[src/rtl/vscale_mem_arbiter_pkg.sv]
// ============================================================================
// Module      : vscale_mem_arbiter_pkg
// Description : Shared constants for the vscale memory arbiter. Holds the
//               datapath widths, memory access size codes and the encoding
//               of the data-phase owner.
// Revision    : 1.0 - initial release
// ============================================================================
`default_nettype none

package vscale_mem_arbiter_pkg;

    localparam int XPR_LEN        = 32;
    localparam int MEM_TYPE_WIDTH = 3;

    localparam logic [MEM_TYPE_WIDTH-1:0] MEM_TYPE_LB  = 3'd0;
    localparam logic [MEM_TYPE_WIDTH-1:0] MEM_TYPE_LH  = 3'd1;
    localparam logic [MEM_TYPE_WIDTH-1:0] MEM_TYPE_LW  = 3'd2;
    localparam logic [MEM_TYPE_WIDTH-1:0] MEM_TYPE_LD  = 3'd3;
    localparam logic [MEM_TYPE_WIDTH-1:0] MEM_TYPE_LBU = 3'd4;
    localparam logic [MEM_TYPE_WIDTH-1:0] MEM_TYPE_LHU = 3'd5;
    localparam logic [MEM_TYPE_WIDTH-1:0] MEM_TYPE_LWU = 3'd6;

    // Width of the streak counter; large enough for the maximum bound of 15.
    localparam int STREAK_WIDTH = 4;

    localparam int ARB_OWNER_WIDTH = 2;

    typedef enum logic [ARB_OWNER_WIDTH-1:0] {
        ARB_OWNER_NONE = 2'd0,
        ARB_OWNER_I    = 2'd1,
        ARB_OWNER_D    = 2'd2
    } arb_owner_e;

endpackage

`default_nettype wire

[src/rtl/vscale_arb_streak_ctr.sv]
// ============================================================================
// Module      : vscale_arb_streak_ctr
// Description : Saturating up-counter with synchronous clear. Counts
//               consecutive data-side grants taken while a fetch waits.
// Ports       : clk, reset      - clock, synchronous active-high reset
//               clr_i           - clear to zero (wins over inc_i)
//               inc_i           - increment, saturating at MAX_COUNT
//               count_o         - current count
// Revision    : 1.0 - initial release
// ============================================================================
`default_nettype none

module vscale_arb_streak_ctr
    import vscale_mem_arbiter_pkg::*;
#(
    parameter int MAX_COUNT = 4
) (
    input  logic                    clk,
    input  logic                    reset,
    input  logic                    clr_i,
    input  logic                    inc_i,
    output logic [STREAK_WIDTH-1:0] count_o
);

    localparam logic [STREAK_WIDTH-1:0] C_MAX = STREAK_WIDTH'(MAX_COUNT);

    logic [STREAK_WIDTH-1:0] count_q;
    logic [STREAK_WIDTH-1:0] count_d;

    always_comb begin
        count_d = count_q;
        if (clr_i) begin
            count_d = '0;
        end else if (inc_i && (count_q != C_MAX)) begin
            count_d = count_q + 1'b1;
        end
    end

    always_ff @(posedge clk) begin
        if (reset) begin
            count_q <= '0;
        end else begin
            count_q <= count_d;
        end
    end

    assign count_o = count_q;

endmodule

`default_nettype wire

[src/rtl/vscale_mem_arbiter.sv]
// ============================================================================
// Module      : vscale_mem_arbiter
// Description : Shares one pipelined memory port between the fetch (imem)
//               and data (dmem) sides of the vscale core. Data side has
//               priority, bounded by MAX_D_STREAK consecutive grants while a
//               fetch is pending. The owner of the outstanding data phase is
//               tracked so responses, errors and store data are routed to
//               the right side.
// Ports       : clk, reset                     - clock, sync active-high reset
//               imem_req/addr                  - fetch request
//               imem_wait/rdata/badmem_e       - fetch response
//               dmem_en/wen/size/addr          - data request
//               dmem_wdata_delayed             - store data, one cycle late
//               dmem_wait/rdata/badmem_e       - data response
//               mem_en/wen/size/addr/wdata     - shared memory request
//               mem_rdata/wait/badmem_e        - shared memory response
// Revision    : 1.0 - initial release
// ============================================================================
`default_nettype none

module vscale_mem_arbiter
    import vscale_mem_arbiter_pkg::*;
#(
    parameter int MAX_D_STREAK = 4
) (
    input  logic                      clk,
    input  logic                      reset,
    input  logic                      imem_req,
    input  logic [XPR_LEN-1:0]        imem_addr,
    output logic                      imem_wait,
    output logic [XPR_LEN-1:0]        imem_rdata,
    output logic                      imem_badmem_e,
    input  logic                      dmem_en,
    input  logic                      dmem_wen,
    input  logic [MEM_TYPE_WIDTH-1:0] dmem_size,
    input  logic [XPR_LEN-1:0]        dmem_addr,
    input  logic [XPR_LEN-1:0]        dmem_wdata_delayed,
    output logic                      dmem_wait,
    output logic [XPR_LEN-1:0]        dmem_rdata,
    output logic                      dmem_badmem_e,
    output logic                      mem_en,
    output logic                      mem_wen,
    output logic [MEM_TYPE_WIDTH-1:0] mem_size,
    output logic [XPR_LEN-1:0]        mem_addr,
    output logic [XPR_LEN-1:0]        mem_wdata,
    input  logic [XPR_LEN-1:0]        mem_rdata,
    input  logic                      mem_wait,
    input  logic                      mem_badmem_e
);

    localparam logic [STREAK_WIDTH-1:0] C_STREAK_MAX = STREAK_WIDTH'(MAX_D_STREAK);

    arb_owner_e              owner_q;
    arb_owner_e              owner_d;
    logic [STREAK_WIDTH-1:0] streak_q;
    logic                    slot_open;
    logic                    grant_d;
    logic                    grant_i;
    logic                    streak_clr;
    logic                    streak_inc;

    always_ff @(posedge clk) begin
        if (reset) begin
            owner_q <= ARB_OWNER_NONE;
        end else begin
            owner_q <= owner_d;
        end
    end

    always_comb begin
        slot_open  = 1'b0;
        grant_d    = 1'b0;
        grant_i    = 1'b0;
        owner_d    = owner_q;
        streak_clr = 1'b0;
        streak_inc = 1'b0;

        // A new address phase may overlap the last cycle of the current
        // data phase, i.e. whenever the memory is not stalling it.
        slot_open = (owner_q == ARB_OWNER_NONE) || !mem_wait;

        if (slot_open && !reset) begin
            grant_d = dmem_en && (!imem_req || (streak_q < C_STREAK_MAX));
            grant_i = imem_req && !grant_d;
        end

        if (slot_open) begin
            if (grant_d) begin
                owner_d = ARB_OWNER_D;
            end else if (grant_i) begin
                owner_d = ARB_OWNER_I;
            end else begin
                owner_d = ARB_OWNER_NONE;
            end
        end

        // The streak only measures how long a waiting fetch has been passed
        // over; a D grant with no fetch pending restarts it.
        streak_clr = grant_i || (grant_d && !imem_req);
        streak_inc = grant_d && imem_req;
    end

    vscale_arb_streak_ctr #(
        .MAX_COUNT (MAX_D_STREAK)
    ) u_streak_ctr (
        .clk     (clk),
        .reset   (reset),
        .clr_i   (streak_clr),
        .inc_i   (streak_inc),
        .count_o (streak_q)
    );

    // Address phase mux; idle bus is driven to zero.
    always_comb begin
        mem_en   = grant_d || grant_i;
        mem_wen  = 1'b0;
        mem_size = '0;
        mem_addr = '0;
        if (grant_d) begin
            mem_wen  = dmem_wen;
            mem_size = dmem_size;
            mem_addr = dmem_addr;
        end else if (grant_i) begin
            mem_size = MEM_TYPE_LW;
            mem_addr = imem_addr;
        end
    end

    assign imem_wait = ((owner_q == ARB_OWNER_I) && mem_wait) || (imem_req && !grant_i);
    assign dmem_wait = ((owner_q == ARB_OWNER_D) && mem_wait) || (dmem_en && !grant_d);

    assign imem_rdata    = mem_rdata;
    assign dmem_rdata    = mem_rdata;
    assign imem_badmem_e = mem_badmem_e && (owner_q == ARB_OWNER_I);
    assign dmem_badmem_e = mem_badmem_e && (owner_q == ARB_OWNER_D);

    assign mem_wdata = (owner_q == ARB_OWNER_D) ? dmem_wdata_delayed : '0;

endmodule

`default_nettype wire

[config.mk]
export PLATFORM = sky130hd
export DESIGN_NAME = vscale_mem_arbiter
export DESIGN_NICKNAME = d
export VERILOG_FILES = /design/src/rtl/vscale_mem_arbiter_pkg.sv /design/src/rtl/vscale_arb_streak_ctr.sv /design/src/rtl/vscale_mem_arbiter.sv
export SDC_FILE = /design/constraint.sdc
export NUM_CORES = 1
export LEC_CHECK = 0
export ABC_AREA = 1
export BUFFER_PORTS_ARGS = -buffer_cell sky130_fd_sc_hd__buf_2
export CORE_AREA = 2 2 107 109
export DETAILED_ROUTE_END_ITERATION = 6
export DIE_AREA = 0 0 109 111
export PLACE_DENSITY_LB_ADDON = 0.25
export SETUP_SLACK_MARGIN = 0.15
export SKIP_LAST_GASP = 1
export SLEW_MARGIN = 30
export SYNTH_ARGS = -nofsm -noshare
export SYNTH_HDL_FRONTEND = slang
export SYNTH_SLANG_ARGS = --single-unit
[constraint.sdc]
create_clock -name clk -period 1.24 [get_ports clk]
set_input_delay 0 -clock clk [delete_from_list [all_inputs] [get_ports clk]]
set_output_delay 0 -clock clk [all_outputs]
set_load 0.01 [all_outputs]
==> impl_metrics.toml <==
[worst_setup_path]
path_cells = "o21ai_4, nand2_4, nor2_4, buf_6, buf_12, nand2_1, o21ai_2, buf_2"
cp-end-kind = "output pin"
worstPathArrival_ns = 1.53
critPathMaxFanout = 7
worstSetupStartpointType = "flip-flop"
cp_slowest_stage_delay_ns = 0.33
slowest_stage = "dfxtp_2"
cp.required_ns = 1.24
r2r_slack_ns = -0.18
worstSetupPathType = "reg -> out"

[drt]
wirelength_um = 7210
dr.pass1.iters = 3
vias = 2195
wl_per_cell_um = 12.39
drtIter0Drc = 43
drtAntennaViolNets = 0
drc_errors = 0
via_per_inst = 3.771

[timing]
rsz0062_at_grt = "yes"
fin_skew_ns = 0.0002241
worst_slack_ns = -0.2927
slew_headroom_pct = 81.23
fmax_ghz = 0.6525
final.setup.tns_ns = -10.66
maxSlewViolCount = 0
hold_viol = 0
finalCritPeriodShare_pct = 123.6
min_period_ns = 1.533
tightest_slew_ns = 0.2812
setup_viol = 74

[power]
power.density_nw_per_um2 = 551.8
peakVddDrop_uv = 924.6
p_leak_nw = 2.045

[die]
std_cell_rows = 39
ios = 275
die_x_um = 109
coreArea_um2 = 11080
initial_core_util_pct = 15.41
dieArea_um2 = 12100
dieHeight_um = 111

[clock_network]
path_clk_slew_ns = 0.03
ctsRootBufferMaster = "clkbuf_16"
cts-buffers-inserted = 3
tritoncts = "yes"
htreeDepth = 1
cts.sinks = 6
clk_path_buf_depth = 2
clk_latency_ns = 0.22

[grt]
grt_max_degree = 29
track_usage_pct = 10.25
gr-total-overflow = 0
grt_pass1_vias = 2048
antenna_found_initial = 0
grt_pass1_wl_um = 9860

[logic_synthesis]
yosysTopAreaCell = "buf_4"
ys_seq_area_share_pct = 7.038
ys_ff_latch = 6
postSynthAreaPerCell_um2 = 5.746
async_flop_share_pct = 0
synth_top_area_share_pct = 29.47
synth.distinct_cells = 23
syn_area_um2 = 1707
synth_cells = 297
synth_warnings = 0
synth-edff-count = 0
syn-num-nets = 437
netlist_top_cells_area = "buf_4, inv_1, o21ai_2"
ys.flop_type = "dfxtp_1"

[layout]
nFillCells = 1188
stdcell_count = 582
antenna_cells = 0
syn_to_final_growth_pct = 104.8
final_nets = 581
drive_gt1_share_pct = 74.26

[placement]
dp.cells = 555
dp_hpwl_um = 4959
io_buffer_count = 178
gp_congestion = 0.7294
place_ws_ns = -0.06359

[outcome]
outcome = "finished, violations left"
violations = "negative setup slack"

[run]
drv_cap = 0

[min_path]
worstHoldPathType = "in -> out"
-- layout by cell type, fill, tap and decap left out --
master         count
a21oi_1            2
a21oi_2            2
buf_12             5
buf_16             5
buf_2            148
buf_4             12
buf_6             37
clkbuf_16          6
dfxtp_1            2
dfxtp_2            4
dlygate4sd3_1      2
ha_1               2
inv_1             75
inv_2              3
nand2_1           12
nand2_2           10
nand2_4           23
nand2_8            1
nand3_1            3
nand3_2            1
nand3_4            2
nand4_1            1
nor2_1             9
nor2_2             4
nor2_4            31
nor3_2             1
o21ai_0            3
o21ai_1            2
o21ai_2           28
o21ai_4            1
o22ai_4            1
o31ai_2            1
-- power by group --
part | internal, mW | switching [mW] | leakage, nW | total (mW)
Sequential | 0.201 | 0.00654 | 0.0505 | 0.208
Combinational | 0.606 | 0.598 | 1.96 | 1.20
Clock | 0.413 | 0.103 | 0.0370 | 0.516
Total | 1.22 | 0.708 | 2.04 | 1.93
-- flip-flops by register name, indices dropped and copies added, names as in the netlist --
name                  cells
u_streak_ctr.count_o      4
owner_q                   2
-- through the flow --
step	hold slack, ns	power (mW)	cell area, µm²	utilization [%]
final	0.000004311	1.928	3495	31.55
after global routing	0.00002306	2.047	3495	31.55
after CTS	0.0001003	1.678	2853	25.75
after detailed placement	0.0001003	0.9425	2356	21.27
after global placement	0.0001003	0.9363	2356	21.27
after floorplan	0.06244	0.7673	1713	-
-- final cells by class --
class	count	area (µm²)	area share (%)
timing repair buffer	212	1580	45.22
tap	143	178.9	5.120
inverter	78	292.8	8.378
clock buffer	3	75.07	2.148
sequential	6	125.1	3.580
multi-input combinational	140	1242	35.55
-- per-layer routing --
metal | vias to the layer above | track usage, % | share of wire (%)
li1 | 1089 | - | -
met3 | 24 | 2.352 | 5.8
met4 | 0 | 3.590 | 2.5
met5 | - | 0 | 0
met1 | 1000 | 11.65 | 38
met2 | 82 | 18.39 | 53
-- Yosys cell counts, types with 2 or more instances --
master,number
clkbuf_1,3
inv_1,78
a21oi_1,3
buf_4,67
o21ai_2,27
nand3_1,5
ha_1,2
nor2_1,42
dfxtp_1,6
buf_6,3
o21ai_0,5
nand2_1,44
o21ai_1,2
-- critical path, delay by kind of cell (launching register included) --
kind | cells | cell delay, ns
AND/OR/NAND/NOR | 3 | 0.32
buffers and inverters | 3 | 0.43
flip-flops | 1 | 0.33
AO/OA/AOI/OAI | 2 | 0.22
-- path summary, 6_finish.rpt --
check	start	to	cells past startpoint
worst min register to register	u_streak_ctr.count_o[1]$_SDFFE_PP0P_	u_streak_ctr.count_o[1]$_SDFFE_PP0P_	2
worst max-delay path	u_streak_ctr.count_o[3]$_SDFFE_PP0P_	mem_addr[13]	8
worst min-delay path	mem_rdata[19]	imem_rdata[19]	0
worst max register to register	u_streak_ctr.count_o[3]$_SDFFE_PP0P_	u_streak_ctr.count_o[0]$_SDFFE_PP0P_	9
-- cell families after synthesis --
family,after synthesis,share of synthesized area [%]
fa+ha+maj,2,1.466
flops,6,7.038
buf+inv,151,49.27
compound gates,40,18.11
simple gates,98,24.12
-- what timing repair did --
item | 4_1_cts | 5_1_grt
gates resized for setup | 59 | 124
pin swaps | 5 | 8
buffers inserted | 8 | 6
hold buffers | 2 | 0
cloned | 5 | 3
setup endpoints to repair | 78 | 79
endpoints found under the hold margin | 1 | 0
Note: power is estimated with default switching activity, not from simulation.
